**src/rtl/bcd_7seg_scanner_if.sv**
```systemverilog
// Load-side bus of the 7-segment scanner: three BCD digits plus sign with a
// single-cycle load strobe, and the pending flag reported back to the producer.
interface bcd_7seg_scanner_if;
    logic       load;
    logic [3:0] digito0;
    logic [3:0] digito1;
    logic [3:0] digito2;
    logic       negative;
    logic       pending;

    modport master (
        output load, digito0, digito1, digito2, negative,
        input  pending
    );

    modport slave (
        input  load, digito0, digito1, digito2, negative,
        output pending
    );
endinterface

```
**src/rtl/bcd_7seg_scanner.sv**
```systemverilog
// Multiplexed 4-digit common-anode 7-segment driver for a signed 3-digit BCD value.
// Digit 3 shows the sign, digits 2..0 show hundreds, tens and units.
// New values are held in a shadow register and moved to the displayed (active)
// register only at a frame boundary, so a frame never mixes two values.
// Optional feature: define LEADING_ZERO_BLANK_EN to blank leading zeros of the
// hundreds and tens digits (units always shown).
module bcd_7seg_scanner #(
    parameter int CLK_DIV = 50000
) (
    input  logic                clk,
    input  logic                rst_n,
    bcd_7seg_scanner_if.slave   bus,
    output logic [6:0]          seg,
    output logic [3:0]          an,
    output logic                frame_tick
);

    localparam int              CW    = $clog2(CLK_DIV);
    localparam logic [CW-1:0]   LAST  = CW'(CLK_DIV - 1);
    localparam logic [6:0]      BLANK = 7'h7F;
    localparam logic [6:0]      MINUS = 7'h3F;

    typedef struct packed {
        logic       sign;
        logic [3:0] d2;
        logic [3:0] d1;
        logic [3:0] d0;
    } value_t;

    value_t          shadow;
    value_t          active;
    value_t          active_next;
    value_t          incoming;
    logic [CW-1:0]   count;
    logic [CW-1:0]   count_next;
    logic [1:0]      index;
    logic [1:0]      index_next;
    logic            pending;
    logic            pending_next;
    logic            slot_end;
    logic            boundary;
    logic [6:0]      digit_seg;
    logic [6:0]      seg_next;
    logic [3:0]      an_next;

    // Segment pattern {g,f,e,d,c,b,a}, active-low; non-BCD codes show 'E'.
    function automatic logic [6:0] decode(input logic [3:0] d);
        logic [6:0] p;
        case (d)
            4'd0:    p = 7'h40;
            4'd1:    p = 7'h79;
            4'd2:    p = 7'h24;
            4'd3:    p = 7'h30;
            4'd4:    p = 7'h19;
            4'd5:    p = 7'h12;
            4'd6:    p = 7'h02;
            4'd7:    p = 7'h78;
            4'd8:    p = 7'h00;
            4'd9:    p = 7'h10;
            default: p = 7'h06;
        endcase
        return p;
    endfunction

    assign incoming    = {bus.negative, bus.digito2, bus.digito1, bus.digito0};
    assign bus.pending = pending;

    // Next scan position and the double-buffer hand-over at the frame boundary.
    always_comb begin
        slot_end     = (count == LAST);
        boundary     = slot_end && (index == 2'd3);
        count_next   = slot_end ? '0 : count + CW'(1);
        index_next   = slot_end ? index + 2'd1 : index;
        active_next  = active;
        pending_next = pending;
        if (boundary) begin
            pending_next = 1'b0;
            if (bus.load) begin
                active_next = incoming;
            end else if (pending) begin
                active_next = shadow;
            end
        end else if (bus.load) begin
            pending_next = 1'b1;
        end
    end

    // Display image for the cycle that follows the next clock edge.
    always_comb begin
        digit_seg = BLANK;
        case (index_next)
            2'd0: digit_seg = decode(active_next.d0);
            2'd1: begin
`ifdef LEADING_ZERO_BLANK_EN
                if (active_next.d2 == 4'd0 && active_next.d1 == 4'd0) begin
                    digit_seg = BLANK;
                end else begin
                    digit_seg = decode(active_next.d1);
                end
`else
                digit_seg = decode(active_next.d1);
`endif
            end
            2'd2: begin
`ifdef LEADING_ZERO_BLANK_EN
                if (active_next.d2 == 4'd0) begin
                    digit_seg = BLANK;
                end else begin
                    digit_seg = decode(active_next.d2);
                end
`else
                digit_seg = decode(active_next.d2);
`endif
            end
            default: digit_seg = active_next.sign ? MINUS : BLANK;
        endcase
        if (count_next == '0) begin
            seg_next = BLANK;
            an_next  = 4'hF;
        end else begin
            seg_next = digit_seg;
            an_next  = ~(4'b0001 << index_next);
        end
    end

    // Scan counters, value registers and registered display outputs.
    always_ff @(posedge clk or negedge rst_n) begin
        if (!rst_n) begin
            count      <= '0;
            index      <= 2'd0;
            shadow     <= '0;
            active     <= '0;
            pending    <= 1'b0;
            seg        <= BLANK;
            an         <= 4'hF;
            frame_tick <= 1'b0;
        end else begin
            count      <= count_next;
            index      <= index_next;
            active     <= active_next;
            pending    <= pending_next;
            if (bus.load) begin
                shadow <= incoming;
            end
            seg        <= seg_next;
            an         <= an_next;
            frame_tick <= boundary;
        end
    end

endmodule

```
**src/flat_wrapper.sv**
```systemverilog
// flat-port wrapper written by rule: the top's interface ports become plain ports
module bcd_7seg_scanner_flat 
#(
    parameter int CLK_DIV = 50000
)
  (clk, rst_n, seg, an, frame_tick, bus_load, bus_digito0, bus_digito1, bus_digito2, bus_negative, bus_pending);
  bcd_7seg_scanner_if bus_i ();
  input  logic clk;
  input  logic rst_n;
  output logic [6:0] seg;
  output logic [3:0] an;
  output logic frame_tick;
  input wire logic [$bits(bus_i.load)-1:0] bus_load;
  input wire logic [$bits(bus_i.digito0)-1:0] bus_digito0;
  input wire logic [$bits(bus_i.digito1)-1:0] bus_digito1;
  input wire logic [$bits(bus_i.digito2)-1:0] bus_digito2;
  input wire logic [$bits(bus_i.negative)-1:0] bus_negative;
  output wire logic [$bits(bus_i.pending)-1:0] bus_pending;
  assign bus_i.load = bus_load;
  assign bus_i.digito0 = bus_digito0;
  assign bus_i.digito1 = bus_digito1;
  assign bus_i.digito2 = bus_digito2;
  assign bus_i.negative = bus_negative;
  assign bus_pending = bus_i.pending;
  bcd_7seg_scanner #(.CLK_DIV(CLK_DIV)) u_core (.clk(clk), .rst_n(rst_n), .bus(bus_i), .seg(seg), .an(an), .frame_tick(frame_tick));
endmodule
```
**config.mk**
```make
export PLATFORM = sky130hd
export DESIGN_NAME = bcd_7seg_scanner_flat
export DESIGN_NICKNAME = d
export VERILOG_FILES = /design/src/rtl/bcd_7seg_scanner_if.sv /design/src/rtl/bcd_7seg_scanner.sv /design/src/flat_wrapper.sv
export SDC_FILE = /design/constraint.sdc
export NUM_CORES = 1
export LEC_CHECK = 0
export CORE_UTILIZATION = 56
export DETAILED_ROUTE_END_ITERATION = 10
export HOLD_SLACK_MARGIN = 0.03
export MAX_ROUTING_LAYER = met4
export PLACE_DENSITY = 0.87
export SLEW_MARGIN = 20
export SYNTH_ARGS = -nofsm -noshare
export SYNTH_HDL_FRONTEND = slang
export SYNTH_SLANG_ARGS = --single-unit
```
**constraint.sdc**
```tcl
create_clock -name clk -period 5.9 [get_ports clk]
set_input_delay 0.59 -clock clk [delete_from_list [all_inputs] [get_ports clk]]
set_output_delay 0.59 -clock clk [all_outputs]
set_load 0.03 [all_outputs]
```
## After elaboration in Yosys (flattened, before gate mapping)

Memories as Yosys holds them, arrays and structs flattened.
Index checks and enable logic that the tools add are counted.
W data, S select, Z words.

- Bits in registers: 57
- Memory bits (read-only): 336
- RAM bits: 0
- Output and inout bits: 13
- Memories: 3
- Latch bits: 0
- Bits of input ports: 16

- Equality and inequality tests: 4
- Multiplexer cells: 11
- Bitwise operators: 1
- Divide/modulo/power cells: 0
- Order comparisons: 0
- Shifts and indexed selects: 1
- Multiply operators: 0
- $add $sub $neg: 2
- Reductions and logical operators: 4

Memory list:

| memory | words | width | rd ports | clocked after memory_dff | write ports | line | text |
|---|---|---|---|---|---|---|---|
| (no name shown) | 16 | 7 | 1 | 0 | 0 | bcd_7seg_scanner.sv:49 | `case (d)` |
| (no name shown) | 16 | 7 | 1 | 0 | 0 | bcd_7seg_scanner.sv:49 |  |
| (no name shown) | 16 | 7 | 1 | 0 | 0 | bcd_7seg_scanner.sv:49 |  |

Operator list:

| operator | count |
|---|---|
| $mux W13 | 3 |
| $pmux W7 S3 | 1 |
| $add A16 B1 Y16 const B | 1 |
| $eq A16 B16 Y1 const B | 1 |
| $logic_not A16 Y1 | 1 |
| $mux W16 | 1 |
| $mux W7 | 2 |
| $eq A2 B2 Y1 const B | 2 |
| $mux W4 | 1 |
| $not A4 Y4 | 1 |
| $shl A1 B2 Y4 const A | 1 |
| $add A2 B1 Y2 const B | 1 |
| $eq A2 B1 Y1 const B | 1 |
| $logic_not A2 Y1 | 1 |
| $mux W1 | 2 |
| $mux W2 | 1 |
| $reduce_bool A2 Y1 | 1 |
| $logic_and A1 B1 Y1 | 1 |

## Longest topological paths before layout

Gate-level depths: netlist (run 1).

- Word-level depth: 6
- Depth in mapped cells: 14
- Mapped depth without buffers: 12

## Worst setup path after synthesis (run 1)

No wires, ideal clock.

- Kind: register to register
- Start: register u_core.count[4]
- End: register u_core.seg[5]
- Arrival time: 2.979 ns
- Slack: 2.833 ns
- Stages on the path, launching flop included: 12
- Clock period less this slack: 3.067 ns
- Cell sequence: dfrtp_1 -> or4b_4 -> or4_1 -> buf_6 -> clkinv_4 -> buf_12 -> mux2i_1 -> nand2_2 -> ha_1 -> nor2_1 -> o32ai_1 -> or3_1

- Word-level cells in the longest chain between the ends: 6
- Elaborated cells on any way between the ends: 15
- Those cells by class: add/sub: 1; eq/ne: 3; mux: 5; reduce/logical: 3; memory: 3

RTL lines:

| what | line | text |
|---|---|---|
| start: declaration | bcd_7seg_scanner.sv:34 | `logic [CW-1:0] count;` |
| start signal: assignment | bcd_7seg_scanner.sv:138 | `count <= count_next;` |
| $eq A16 B16 Y1 (*) | bcd_7seg_scanner.sv:70 | `slot_end = (count == LAST);` |
| $logic_and A1 B1 Y1 (*) | bcd_7seg_scanner.sv:71 | `boundary = slot_end && (index == 2'd3);` |
| named net u_core.boundary | bcd_7seg_scanner.sv:41 | `logic boundary;` |
| $mux W13 (*) | bcd_7seg_scanner.sv:76 | `if (boundary) begin` |
| $mem_v2 Z16 W7 | -- |  |
| $pmux W7 S3 (*) | bcd_7seg_scanner.sv:91 | `case (index_next)` |
| $mux W7 (*) | bcd_7seg_scanner.sv:117 | `if (count_next == '0) begin` |
| named net u_core.seg_next[5] | bcd_7seg_scanner.sv:43 | `logic [6:0] seg_next;` |
| end signal: assignment | bcd_7seg_scanner.sv:145 | `seg <= seg_next;` |
| end: declaration | bcd_7seg_scanner.sv:13 | `output logic [6:0] seg,` |

The timed path passes the listed nets; every way through them passes the cells marked *.
A chain may end at the register's enable or synchronous reset.

==> impl_metrics.toml, run 1 <==
[outcome]
status = "finished clean"

[logic_synthesis]
synth_top_cell_area_share_pct = 36.1
synth_async_sr_flop_share_pct = 100
distinct_cell_type_count_of_the_synthesized_netlist = 64
synthesized_area_per_cell_um2 = 10.5
post-synth-top-count-cell = "sky130_fd_sc_hd__dfrtp_1"
synth_flop_cell = "sky130_fd_sc_hd__dfrtp_1"
synth.top_cells.by_area = "sky130_fd_sc_hd__dfrtp_1, sky130_fd_sc_hd__dfstp_2, sky130_fd_sc_hd__mux2_2, sky130_fd_sc_hd__ha_1, sky130_fd_sc_hd__nor2_1"
synthesis.instances = 304
mappedNetlistArea_um2 = 3180
ranking_of_synthesized_cells_by_instance_count = "sky130_fd_sc_hd__dfrtp_1, sky130_fd_sc_hd__nor2_1, sky130_fd_sc_hd__nand2_1, sky130_fd_sc_hd__mux2_2, sky130_fd_sc_hd__inv_1"
synth.net_count = 333
synth_seq_cells = 57
number_of_flops_mapped_to_enable_cells_by_yosys = 0
yosysWarningCount = 0
yosysSeqAreaShare_pct = 45.2
yosysTopAreaCell = "sky130_fd_sc_hd__dfrtp_1"

[worst_setup_path]
worst-endpoint-arrival_ps = 3980
start_kind = "primary input"
number_of_stages_on_the_worst_setup_path = 9
worst_setup_path_category = "primary input to register"
rr_worst_depth = 9
cpLargestDelayFamily = "compound AO/OA/AOI/OAI gates"
timing.critical_path.to_type = "register"
crit_chain = "clkdlybuf4s50_1 -> nor2_1 -> nor2_8 -> o22ai_1 -> inv_1 -> ha_1 -> o21ai_0 -> a21oi_1 -> a2111o_1"
critPathRequiredTime_ps = 6170
critical_path_max_stage_delay_ps = 960
top_fanout_value_on_the_critical_path = 22
crit_path_top_delay_cell = "sky130_fd_sc_hd__nor2_1"
critical_path_buf_inv_count = 2

[global_routing]
grt_remaining_overflow = 0
global_route.usage.met2_pct = 40.3
gr-usage-met1_pct = 30.6
grt_first_pass_wirelength_mm = 11.3
grtUsageTotal_pct = 25.5
antenna_violations_before_repair = 0
vias_in_the_first_global_route = 2386
grt-busiest-layer = "met2"
met3_usage_pct = 8.12
grt_max_degree = 58

[power]
design_power_total_w = 0.000891
vdd_ir_drop_max_mv = 0.199
fraction_of_power_consumed_by_the_clock_network_pct = 44.4
power_frac_seq_pct = 46.8
static-leakage-power_nw = 1.61
power_switching_w = 0.000209
cellInternalPower_w = 0.000682
power.share.switching_pct = 23.5
powerDensity_nw_per_um2 = 241
share_comb_of_total_power_pct = 8.8

[sta]
whs_ps = 375
finalCriticalPeriod_ps = 3710
finalSetupViolations = 0
grt_setup_unrepaired = "no"
hold_viol = 0
setup_tns_ps = 0
clock.fmax_ghz = 0.270
measured_slew_at_the_worst_slew_check_pin_ps = 1000
finClkSkew_ps = 11.8
layout_worst_path_cycle_share_pct = 62.8
slew_violations = 0
slew-limit-headroom_pct = 32.9

[clock_tree]
cts.hold.buffers_added = 0
cts_tree = "built"
numCtsBuffers = 9
post_cts_buffers = 0
worst_skew_pair.late_latency_ps = 350
htree_levels = 3
max-clock-path-buffers = 2
clock_sink_count = 57
cts-resized-gates = 0
clk_slew_on_worst_s_h_paths_ps = 70
ctsRootBufferMaster = "sky130_fd_sc_hd__clkbuf_8"

[routing]
ant_nets = 0
routed_wire_length_per_instance_um = 16.6
firstDrtPassIters = 5
detailed_route_iter0_violations = 175
post-route-drc-count = 0
routed-via-count = 2403
route.final.wire_length_mm = 6.81
routed_via_density = 5.85

[floorplanning]
num_io_pins = 29
std_cell_rows = 27
die_width_um = 77.4
initial_utilization_pct = 57.8
fp.dieArea_um2 = 5990
core_area_um2 = 5510
die_y_um = 77.4

[placed_design]
dp_hpwl_mm = 4.76
placement.cell_area_um2 = 3480
finalWeightedCongestion = 0.915
port_buffers = 28

[finish]
stdcell_area_um2 = 3690
area.growth.synth_to_final_pct = 16.0
filler_cell_count = 419
drive_gt1_share_pct = 17.1
layout.nets = 363
final_core_utilization_pct = 67.1
antenna_cells = 0

[worst_hold_path]
min-delay-path-class = "primary input to async pin"

[job]
drv_cap = 0
## metal layers
layer  share of wire [%]  up-vias
li1                    -     1154
met4                 1.5        0
met1                  44     1179
met3                 4.8       11
met5                   0        -
met2                  50       59
## sequential cells by signal, summed over array words and instances (netlist names)
name / flops
u_core.frame_tick: 1
u_core.index: 2
u_core.active: 13
u_core.an: 4
u_core.bus.pending: 1
u_core.count: 16
u_core.shadow: 13
u_core.seg: 7
## logic make-up (layout without fill, tap and decap cells)
kind of cell,Yosys count,in the layout,synth area share (%)
xor+xnor,18,18,4.95
mux,25,25,8.49
flops,57,57,45.2
simple gates,110,110,19.3
compound gates,53,53,12.1
buf+inv,28,63,4.75
fa+ha+maj,13,13,5.11
## path summary, 6_finish.rpt
| check | slack [ps] | end | from |
|---|---|---|---|
| min | 370 | u_core.active[5] | rst_n |
| max in group asynchronous | 5040 | u_core.count[3] | rst_n |
| max reg2reg | 2270 | u_core.seg[5] | u_core.count[4] |
| max | 2190 | u_core.seg[3] | bus_load |
| min reg2reg | 500 | u_core.shadow[11] | u_core.shadow[11] |
| min in group clk | 500 | u_core.shadow[11] | u_core.shadow[11] |
## final cells by class
class / count / area, µm² / share of cell area (%)
well taps: 72 / 90.1 / 2.44
clock buffers: 10 / 128 / 3.46
multi-input cells: 219 / 1590 / 43.1
inverters: 17 / 70.1 / 1.90
flip-flops and latches: 57 / 1440 / 39.0
repair buffers: 30 / 290 / 7.86
clock inverters: 6 / 82.6 / 2.24
## cells in the final DEF (no fill, tap or decap), types with 3 or more instances in the layout
cell type	n
sky130_fd_sc_hd__and3_1	5
sky130_fd_sc_hd__nor2_1	26
sky130_fd_sc_hd__nand3_1	13
sky130_fd_sc_hd__dfstp_2	11
sky130_fd_sc_hd__o21ai_0	8
sky130_fd_sc_hd__o32ai_1	3
sky130_fd_sc_hd__xor2_1	11
sky130_fd_sc_hd__mux2i_1	9
sky130_fd_sc_hd__nor4_1	4
sky130_fd_sc_hd__and2_1	6
sky130_fd_sc_hd__mux2_2	16
sky130_fd_sc_hd__ha_1	13
sky130_fd_sc_hd__a32oi_1	6
sky130_fd_sc_hd__a21oi_1	10
sky130_fd_sc_hd__inv_1	14
sky130_fd_sc_hd__dfrtp_1	46
sky130_fd_sc_hd__clkbuf_8	9
sky130_fd_sc_hd__nand4_1	3
sky130_fd_sc_hd__nand2b_1	5
sky130_fd_sc_hd__clkdlybuf4s50_1	27
sky130_fd_sc_hd__nor3_1	6
sky130_fd_sc_hd__nand4b_1	3
sky130_fd_sc_hd__xnor2_1	7
sky130_fd_sc_hd__nand2_1	19
sky130_fd_sc_hd__clkinv_2	4
sky130_fd_sc_hd__o31ai_1	5
## power by group through the flow
stage / sequential (W) / clock (W) / combinational [W]
after global placement: 0.000423 / 0 / 0.0000766
after floorplan: 0.000432 / 0 / 0.0000327
after global routing: 0.000418 / 0.000418 / 0.0000853
final: 0.000417 / 0.000395 / 0.0000786
after detailed placement: 0.000424 / 0 / 0.0000782
after CTS: 0.000417 / 0.000401 / 0.0000787
## metrics by stage
step,std cells,setup WS [ps]
after floorplan,304,2830
after global placement,395,2080
after detailed placement,395,1940
after CTS,411,2290
after global routing,411,2020
final,411,2190
## worst reg2reg max path, delay by kind of cell (launching register included)
kind                   cells  cell delay (ps)
muxes                      1              200
DFF                        1              460
and+or+nand+nor            5             2290
buffers and inverters      2              500
AOI/OAI and AO/OA          1               90
Note: power is estimated with default switching activity, not from simulation.
==> inputs of run 2 (changes only) <==
==> constraint.sdc (replaced) <==
create_clock -name clk -period 3.71 [get_ports clk]
set_input_delay 0.371 -clock clk [delete_from_list [all_inputs] [get_ports clk]]
set_output_delay 0.371 -clock clk [all_outputs]
set_load 0.03 [all_outputs]
==> run 2 against run 1 <==
Against the previous run:
- power up 48%
- sequential power up 59%
- largest cell class unchanged
- first-iteration DRC count up 3.4%
- cell count up 1.5%
- sequential share of layout area down 0.24 points
- global-route usage down 0.065 points
- cell area up 0.61%
- wire length down 0.23%
- combinational power up 63%
==> impl_metrics.toml, run 2 (synthesis results as in run 1) <==
[outcome]
status = "finished clean"

[clock_tree]
numCtsBuffers = 9
ctsRootBufferMaster = "sky130_fd_sc_hd__clkbuf_8"
htree_levels = 3
max-clock-path-buffers = 2
cts.hold.buffers_added = 0
clock_sink_count = 57
cts_tree = "built"
clk_slew_on_worst_s_h_paths_ps = 60
worst_skew_pair.late_latency_ps = 340

[finish]
final_instance_count_without_filler_cells = 417
filler_cell_count = 411
commonest_non_fill_non_tap_cell_in_the_layout = "sky130_fd_sc_hd__dfrtp_1"
mostFrequentLayoutCells = "sky130_fd_sc_hd__dfrtp_1, sky130_fd_sc_hd__clkdlybuf4s50_1, sky130_fd_sc_hd__nor2_1"
regMostFlops = "u_core.count"
layout.nets = 369
area.growth.synth_to_final_pct = 16.7
largest_regs = "u_core.count x16, u_core.active x13, u_core.shadow x13"
drive_gt1_share_pct = 18.8
antenna_cells = 0
largest_register_ff_count = 16

[sta]
measured_slew_at_the_worst_slew_check_pin_ps = 701
slew-limit-headroom_pct = 53.3
clock.fmax_ghz = 0.298
hold_viol = 0
finalCriticalPeriod_ps = 3360
setup_tns_ps = 0
finalSetupViolations = 0
slew_violations = 0
finClkSkew_ps = 5.86
grt_setup_unrepaired = "no"
layout_worst_path_cycle_share_pct = 90.6

[job]
drv_cap = 0

[worst_setup_path]
worst_setup_path_category = "register to register"
critPathRequiredTime_ps = 3980
crit_chain = "or4b_4 -> or4_4 -> clkinv_4 -> mux2i_1 -> and2_0 -> clkinv_1 -> nor3_1 -> o32ai_1 -> or3_1"
critical_path_max_stage_delay_ps = 660
start_kind = "register"
top_fanout_value_on_the_critical_path = 14
timing.critical_path.to_type = "register"
crit_path_top_delay_cell = "sky130_fd_sc_hd__or4_4"
worst-endpoint-arrival_ps = 3630

[routing]
routed-via-count = 2426
routed_wire_length_per_instance_um = 16.3
firstDrtPassIters = 4
route.final.wire_length_mm = 6.80
post-route-drc-count = 0
detailed_route_iter0_violations = 181
ant_nets = 0
routed_via_density = 5.82

[placed_design]
finalWeightedCongestion = 0.945
dp_hpwl_mm = 4.83
dp_cells = 401
port_buffers = 28

[power]
fraction_of_power_consumed_by_the_clock_network_pct = 40.2
share_comb_of_total_power_pct = 9.7
power_switching_w = 0.000314
power.share.switching_pct = 23.8
vdd_ir_drop_max_mv = 0.231
cellInternalPower_w = 0.00101
static-leakage-power_nw = 1.63
powerDensity_nw_per_um2 = 355
power_frac_seq_pct = 50.2

[worst_hold_path]
min-delay-path-class = "primary input to async pin"

[global_routing]
grt_remaining_overflow = 0
antenna_violations_before_repair = 0
vias_in_the_first_global_route = 2429
grt_max_degree = 58
grt_first_pass_wirelength_mm = 11.2
grtUsageTotal_pct = 25.4

[floorplanning]
die_width_um = 77.4
num_io_pins = 29
initial_utilization_pct = 57.8
fp.dieArea_um2 = 5990
std_cell_rows = 27
die_y_um = 77.4
core_area_um2 = 5510
==> run 2: cell type report <==
type | instances | area [µm²] | share of cell area [%]
Tap cell | 72 | 90.1 | 2.42
Clock buffer | 13 | 169 | 4.55
Timing Repair Buffer | 36 | 335 | 9.02
Multi-Input combinational cell | 219 | 1600 | 43.0
Sequential cell | 57 | 1440 | 38.8
Inverter | 17 | 70.1 | 1.89
Clock inverter | 3 | 15.0 | 0.404
==> run 2: timing repair <==
item                       4_1_cts  5_1_grt
resized for setup                0        1
buffers inserted                 0        0
setup endpoints to repair        0        1
==> run 2: stage by stage <==
step / instance area (µm²) / hold slack [ps] / worst slack [ps] / utilization (%) / power (W)
finish: 3720 / 150 / 350 / 67.5 / 0.00132
global route: 3720 / 224 / 138 / 67.5 / 0.00137
CTS: 3710 / 181 / 176 / 67.4 / 0.00134
detailed placement: 3530 / 485 / 197 / 64.1 / 0.000800
global placement: 3530 / 477 / 323 / 64.1 / 0.000797
floorplan: 3180 / 75.4 / 643 / - / 0.000739
==> run 2: critical path, delay by kind of cell, from the launching register on <==
kind	cells	cell delay, ps
and+or+nand+nor	5	2120
DFF	1	440
buffers and inverters	2	430
muxes	1	190
AOI/OAI and AO/OA	1	100
==> run 2: layer usage <==
metal,GRT usage (%),wire (µm),up-vias
met2,40.8,3390,58
li1,-,-,1173
met3,6.71,294,24
met1,28.7,2870,1171
met4,14.7,241,0
met5,-,0,-
==> run 2: power groups by stage <==
stage          clock network [W]  logic [W]  registers (W)
6_report                0.000530   0.000128       0.000662
3_3_place_gp                   0   0.000125       0.000672
5_1_grt                 0.000569   0.000139       0.000664
4_1_cts                 0.000546   0.000129       0.000662
2_1_floorplan                  0  0.0000520       0.000687
3_5_place_dp                   0   0.000127       0.000673
==> run 2: final timing paths <==
check | startpoint | end | slack (ps) | depth (start not counted)
worst min-delay path | rst_n | u_core.shadow[4] | 150 | 2
worst max register to register | u_core.count[4] | u_core.seg[5] | 350 | 9
worst min register to register | u_core.shadow[12] | u_core.shadow[12] | 500 | 1
min in group clk | u_core.shadow[12] | u_core.shadow[12] | 500 | 1
max in group asynchronous | rst_n | u_core.shadow[9] | 3080 | 2
worst max-delay path | u_core.count[4] | u_core.seg[5] | 350 | 9
